File: src/rtl/mem_arbiter_if.sv
// mem_arbiter_if: I-side, D-side and memory-port signals of the memory arbiter
// Ports: master = arbiter view (drives responses and memory port),
//        slave  = requester/memory view (drives requests and mem_rdata).
interface mem_arbiter_if #(parameter int DATA_W = 32);
  logic              i_req, i_flush, i_done;
  logic [DATA_W-1:0] i_addr, i_rdata;
  logic              d_req, d_we, d_done;
  logic [DATA_W-1:0] d_addr, d_wdata, d_rdata;
  logic [3:0]        d_wstrb;
  logic              mem_en, mem_we, busy;
  logic [DATA_W-1:0] mem_addr, mem_wdata, mem_rdata;
  logic [3:0]        mem_wstrb;
  modport master (
    input  i_req, i_addr, i_flush, d_req, d_we, d_addr, d_wdata, d_wstrb, mem_rdata,
    output i_rdata, i_done, d_rdata, d_done, mem_en, mem_we, mem_addr, mem_wdata, mem_wstrb, busy
  );
  modport slave (
    output i_req, i_addr, i_flush, d_req, d_we, d_addr, d_wdata, d_wstrb, mem_rdata,
    input  i_rdata, i_done, d_rdata, d_done, mem_en, mem_we, mem_addr, mem_wdata, mem_wstrb, busy
  );
endinterface

File: src/rtl/mem_arbiter.sv
// mem_arbiter: round-robin I/D arbiter for a single fixed-latency memory port
// Ports: clk, rst (async, active-high); bus (master modport) carries the I-side
//        read/flush/response, the D-side load/store/response and the memory port.
module mem_arbiter #(
  parameter int MEM_LAT = 2,
  parameter int DATA_W  = 32
) (
  input logic clk,
  input logic rst,
  mem_arbiter_if.master bus
);
  localparam int CW = $clog2(MEM_LAT + 1);
  typedef enum logic [1:0] {IDLE, I_BUSY, D_BUSY} state_t;
  state_t state, state_n;
  logic [CW-1:0] cnt, cnt_n;
  logic last, last_n, kill, kill_n, en, en_n, we, we_n;
  logic idone, idone_n, ddone, ddone_n;
  logic [DATA_W-1:0] addr, addr_n, wdata, wdata_n, ir, ir_n, dr, dr_n;
  logic [3:0] wstrb, wstrb_n;
  logic ei, ed, pick_d, last_beat, kill_eff;
  // A side whose done pulse is high this cycle is still dropping its request.
  assign ei = bus.i_req & ~bus.i_flush & ~idone;
  assign ed = bus.d_req & ~ddone;
  // last=1 means D won the previous grant, so contention goes to I.
  assign pick_d = ed & (~ei | ~last);
  assign last_beat = cnt == CW'(MEM_LAT - 1);
  // A flush in the final busy cycle still kills the fetch.
  assign kill_eff = kill | bus.i_flush;
  always_ff @(posedge clk or posedge rst) begin
    if (rst) begin
      state <= IDLE;
      cnt   <= '0;
      last  <= 1'b0;
      kill  <= 1'b0;
      en    <= 1'b0;
      we    <= 1'b0;
      addr  <= '0;
      wdata <= '0;
      wstrb <= '0;
      ir    <= '0;
      dr    <= '0;
      idone <= 1'b0;
      ddone <= 1'b0;
    end else begin
      state <= state_n;
      cnt   <= cnt_n;
      last  <= last_n;
      kill  <= kill_n;
      en    <= en_n;
      we    <= we_n;
      addr  <= addr_n;
      wdata <= wdata_n;
      wstrb <= wstrb_n;
      ir    <= ir_n;
      dr    <= dr_n;
      idone <= idone_n;
      ddone <= ddone_n;
    end
  end
  always_comb begin
    state_n = state;
    cnt_n   = cnt;
    last_n  = last;
    kill_n  = kill;
    en_n    = en;
    we_n    = we;
    addr_n  = addr;
    wdata_n = wdata;
    wstrb_n = wstrb;
    ir_n    = ir;
    dr_n    = dr;
    idone_n = 1'b0;
    ddone_n = 1'b0;
    case (state)
      IDLE: if (ei | ed) begin
        state_n = pick_d ? D_BUSY : I_BUSY;
        last_n  = pick_d;
        cnt_n   = '0;
        kill_n  = 1'b0;
        en_n    = 1'b1;
        we_n    = pick_d & bus.d_we;
        addr_n  = (pick_d ? bus.d_addr : bus.i_addr) & ~DATA_W'(3);
        wdata_n = pick_d ? bus.d_wdata : '0;
        wstrb_n = pick_d ? bus.d_wstrb : '0;
      end
      I_BUSY: if (!last_beat) begin
        cnt_n  = cnt + CW'(1);
        kill_n = kill_eff;
      end else begin
        state_n = IDLE;
        en_n    = 1'b0;
        kill_n  = 1'b0;
        idone_n = ~kill_eff;
        ir_n    = kill_eff ? ir : bus.mem_rdata;
      end
      D_BUSY: if (!we && !last_beat) begin
        cnt_n = cnt + CW'(1);
      end else begin
        state_n = IDLE;
        en_n    = 1'b0;
        we_n    = 1'b0;
        ddone_n = 1'b1;
        dr_n    = we ? dr : bus.mem_rdata;
      end
      default: state_n = IDLE;
    endcase
  end
  assign bus.mem_en    = en;
  assign bus.mem_we    = we;
  assign bus.mem_addr  = addr;
  assign bus.mem_wdata = wdata;
  assign bus.mem_wstrb = wstrb;
  assign bus.i_rdata   = ir;
  assign bus.i_done    = idone;
  assign bus.d_rdata   = dr;
  assign bus.d_done    = ddone;
  assign bus.busy      = state != IDLE;
endmodule

File: src/flat_wrapper.sv
// flat-port wrapper written by rule: the top's interface ports become plain ports
module mem_arbiter_flat 
#(
  parameter int MEM_LAT = 2,
  parameter int DATA_W  = 32
)
  (clk, rst, bus_i_req, bus_i_addr, bus_i_flush, bus_d_req, bus_d_we, bus_d_addr, bus_d_wdata, bus_d_wstrb, bus_mem_rdata, bus_i_rdata, bus_i_done, bus_d_rdata, bus_d_done, bus_mem_en, bus_mem_we, bus_mem_addr, bus_mem_wdata, bus_mem_wstrb, bus_busy);
  mem_arbiter_if #(.DATA_W(DATA_W)) bus_i ();
  input logic clk;
  input logic rst;
  input wire logic [$bits(bus_i.i_req)-1:0] bus_i_req;
  input wire logic [$bits(bus_i.i_addr)-1:0] bus_i_addr;
  input wire logic [$bits(bus_i.i_flush)-1:0] bus_i_flush;
  input wire logic [$bits(bus_i.d_req)-1:0] bus_d_req;
  input wire logic [$bits(bus_i.d_we)-1:0] bus_d_we;
  input wire logic [$bits(bus_i.d_addr)-1:0] bus_d_addr;
  input wire logic [$bits(bus_i.d_wdata)-1:0] bus_d_wdata;
  input wire logic [$bits(bus_i.d_wstrb)-1:0] bus_d_wstrb;
  input wire logic [$bits(bus_i.mem_rdata)-1:0] bus_mem_rdata;
  output wire logic [$bits(bus_i.i_rdata)-1:0] bus_i_rdata;
  output wire logic [$bits(bus_i.i_done)-1:0] bus_i_done;
  output wire logic [$bits(bus_i.d_rdata)-1:0] bus_d_rdata;
  output wire logic [$bits(bus_i.d_done)-1:0] bus_d_done;
  output wire logic [$bits(bus_i.mem_en)-1:0] bus_mem_en;
  output wire logic [$bits(bus_i.mem_we)-1:0] bus_mem_we;
  output wire logic [$bits(bus_i.mem_addr)-1:0] bus_mem_addr;
  output wire logic [$bits(bus_i.mem_wdata)-1:0] bus_mem_wdata;
  output wire logic [$bits(bus_i.mem_wstrb)-1:0] bus_mem_wstrb;
  output wire logic [$bits(bus_i.busy)-1:0] bus_busy;
  assign bus_i.i_req = bus_i_req;
  assign bus_i.i_addr = bus_i_addr;
  assign bus_i.i_flush = bus_i_flush;
  assign bus_i.d_req = bus_d_req;
  assign bus_i.d_we = bus_d_we;
  assign bus_i.d_addr = bus_d_addr;
  assign bus_i.d_wdata = bus_d_wdata;
  assign bus_i.d_wstrb = bus_d_wstrb;
  assign bus_i.mem_rdata = bus_mem_rdata;
  assign bus_i_rdata = bus_i.i_rdata;
  assign bus_i_done = bus_i.i_done;
  assign bus_d_rdata = bus_i.d_rdata;
  assign bus_d_done = bus_i.d_done;
  assign bus_mem_en = bus_i.mem_en;
  assign bus_mem_we = bus_i.mem_we;
  assign bus_mem_addr = bus_i.mem_addr;
  assign bus_mem_wdata = bus_i.mem_wdata;
  assign bus_mem_wstrb = bus_i.mem_wstrb;
  assign bus_busy = bus_i.busy;
  mem_arbiter #(.MEM_LAT(MEM_LAT), .DATA_W(DATA_W)) u_core (.clk(clk), .rst(rst), .bus(bus_i));
endmodule
File: config.mk
export PLATFORM = sky130hd
export DESIGN_NAME = mem_arbiter_flat
export DESIGN_NICKNAME = d
export VERILOG_FILES = /design/src/rtl/mem_arbiter_if.sv /design/src/rtl/mem_arbiter.sv /design/src/flat_wrapper.sv
export SDC_FILE = /design/constraint.sdc
export NUM_CORES = 1
export LEC_CHECK = 0
export ABC_AREA = 1
export ABC_CLOCK_PERIOD_IN_PS = 4100
export BUFFER_PORTS_ARGS = -buffer_cell sky130_fd_sc_hd__buf_4
export CAP_MARGIN = 20
export CORE_ASPECT_RATIO = 0.8
export CORE_MARGIN = 2
export CORE_UTILIZATION = 42
export DETAILED_ROUTE_END_ITERATION = 8
export PLACE_DENSITY_LB_ADDON = 0.08
export SLEW_MARGIN = 25
export SYNTH_ARGS = -nofsm -noshare
export SYNTH_HDL_FRONTEND = slang
export SYNTH_SLANG_ARGS = --single-unit
File: constraint.sdc
create_clock -name clk -period 4.1 [get_ports clk]
set_input_delay 0.205 -clock clk [delete_from_list [all_inputs] [get_ports clk]]
set_output_delay 0.205 -clock clk [all_outputs]
set_load 0.1 [all_outputs]
==> metrics <==
outcome finished clean; clk sinks 140; CP delay by family, top buffers and inverters; Starting Density 0.4299; Yosys reg bits 140; Synth Warn # 0; Synth area leaders dfrtp_1 (60%), nand2_1 (22%), o21ai_0 (6.0%), nand3_1 (3.3%), inv_1 (2.9%); post-placement cell area between 7000 and 8000 sq um; Slew Viols, Final 0; Longest Clk Path Bufs 2; DRT Pass-1 Iters 5; grt ovf 0; vias in the first global route ~5,300; CP Data Arrival Time 2.95 ns; final period utilization 0.6479; CTS resizes 0; CTS H-tree lvls 4; CP max stage cell clkinv_2; I/O Buffers 268; Critical Path RT around 4.4 ns; CTS root buffer clkbuf_16; Rel. slew slack 0.3667; first-pass GRT wire length approximately 26,000 microns; clk_skew 0.004843 ns; Worst-Skew Late Latency around 0.41 ns; Final Hold Fails 0; Final Critical Period roughly 2.7 ns; final-layout fill cell count ~1,100; post-synthesis async set-or-reset flop share 1.000; RSZ-0062 raised after global routing no; DIE AREA ~15,000 sq um; crit-path cells inv_1 -> ha_1 -> inv_1 -> a21oi_2 -> buf_4 -> clkinv_2 -> nand2_1 -> nand2_1; CP Max Fanout between 60 and 70; Slowest Stage Delay on Critical Path around 0.80 ns; prevailing post-synth register cell dfrtp_1; fin area about 8800 sq um; Max Freq approximately 380 MHz; TNS Setup 0 ns; DR iter-0 viols ~330; Crit. End Element register; Post-DP HPWL roughly 11,000 microns; Die Ht about 110 microns; nets@finish 1,128; share of cells above drive strength 1 0.3069; post-synth top area cell dfrtp_1; clock-pin slew of the registers on the worst-case setup and hold paths 0.06 ns; residual DRC count 0; Area Growth Syn to Fin 51.09%; DR vias 5,577; Crit Path Category reg2reg; synthesized area slightly below 6000 sq um; Cells after Synth between 600 and 700; Die Width 135.9 microns; CP Launch Type register; EDFF count, synth 0; Synth top area share 0.5993; post-DR wirelength/cell 14.33 microns; pin count of the biggest net entering global routing ~110; HP Class in2reg; Final GP Congestion 0.8349; Via density 4.738; antenna-violating nets left 0; Max Cap Viol 0; initial antenna violation count 0; total CTS buffers 17; syn avg cell area approximately 8.4 sq um; Worst Tran Pin Value ~0.95 ns; TritonCTS clock tree built; Site Rows 38; number of top-level pins 275; post-synthesis cell type count 18; ANT cells 0; postcts setup bufs 0; cts hold-fix bufs 32; sequential area share after synthesis 0.5993; final WL 16,870 microns; count of final setup violators 0; GR Util All Layers 0.2265; Core ar. approximately 14,000 sq um; crit path buf inv count 4
## cell usage in the layout (no fill, tap or decap)
cell / count
clkinvlp_4: 1
inv_8: 1
clkbuf_8: 4
nand2_2: 1
nor3_1: 2
a21oi_1: 1
clkinv_1: 1
dlygate4sd3_1: 33
dfrtp_1: 140
ha_1: 6
bufinv_16: 1
nand2_1: 341
clkbuf_1: 4
nand4_1: 1
o21ai_0: 70
nor2_1: 9
a21oi_2: 1
nand2_4: 2
inv_1: 43
buf_4: 271
clkbuf_16: 17
conb_1: 2
nand3_1: 38
clkinv_2: 6
inv_2: 1
## stage by stage
step	utilization	worst slack [ns]	instances	hold WS, ns
after floorplan	-	0.1421	697	0.3216
after global placement	0.5830	1.491	1112	0.4080
after detailed placement	0.5830	1.365	1112	0.4125
after CTS	0.6476	1.358	1176	0.005753
after global routing	0.6495	1.157	1177	0.01396
final	0.6495	1.444	1177	0.01961
## path summary, 6_finish.rpt
| check | from | end | slack (ns) | cells past startpoint |
|---|---|---|---|---|
| max reg2reg | u_core.state[1]$_DFFE_PP0P_ | u_core.bus.mem_addr[29]$_DFFE_PP0P_ | 1.44 | 8 |
| min | bus_d_wdata[1] | u_core.bus.mem_wdata[1]$_DFFE_PP0P_ | 0.02 | 3 |
| max in group asynchronous | rst | u_core.bus.mem_wdata[0]$_DFFE_PP0P_ | 2.71 | 4 |
| max | u_core.state[1]$_DFFE_PP0P_ | u_core.bus.mem_addr[29]$_DFFE_PP0P_ | 1.44 | 8 |
| min in group asynchronous | rst | u_core.bus.d_rdata[24]$_DFFE_PP0P_ | 0.49 | 3 |
| min reg2reg | u_core.bus.mem_wdata[27]$_DFFE_PP0P_ | u_core.bus.mem_wdata[27]$_DFFE_PP0P_ | 0.47 | 2 |
## kinds of logic after synthesis
family / Yosys count / synth area share
other: 1 / 0.0006415
flip-flops: 140 / 0.5993
adder cells (fa/ha/maj): 6 / 0.01284
AND/OR/NAND/NOR: 394 / 0.2620
buffers and inverters: 83 / 0.06293
AO/OA/AOI/OAI: 72 / 0.06229
## Yosys cell counts (2+ instances only)
master	count
buf_6	4
inv_1	45
buf_4	5
dfrtp_1	140
nor2_1	9
clkbuf_1	20
nand2_1	344
ha_1	6
inv_2	2
nor3_1	2
buf_2	6
nand3_1	38
o21ai_0	70
## per-layer routing
layer  track usage  vias to the layer above  part of all wire
li1              -                     2723                 -
met2        0.3723                      202              0.49
met5             0                        -                 0
met4       0.09375                        0             0.022
met1        0.2840                     2622              0.41
met3       0.06455                       30             0.075
## registers in the layout, indices dropped and copies added (netlist names)
name                  cells
u_core.bus.mem_en         1
u_core.bus.d_done         1
u_core.bus.i_done         1
u_core.bus.mem_wstrb      4
u_core.kill               1
u_core.cnt                2
u_core.bus.mem_addr      30
u_core.bus.i_rdata       32
u_core.bus.mem_wdata     32
u_core.state              2
u_core.bus.mem_we         1
u_core.bus.d_rdata       32
u_core.last               1
## layout make-up
cell class	instances	area (sq um)	share of cell area
clock buffer	25	495.5	0.05610
clock inverter	7	62.56	0.007083
inverter	47	185.2	0.02097
multi-input combinational	474	1996	0.2260
sequential	140	3503	0.3967
tap	180	225.2	0.02550
timing repair buffer	304	2365	0.2677
## worst reg2reg max path, cell delays in order, from the launching register on
cell and delay, ns:
dfrtp_1 0.42, inv_1 0.10, ha_1 0.26, inv_1 0.12, a21oi_2 0.11, buf_4 0.32
clkinv_2 0.82, nand2_1 0.33, nand2_1 0.08
Power is left out: the tool's default activity adds up to more than one toggle a clock period on the data nets, which glitch-free logic cannot reach.
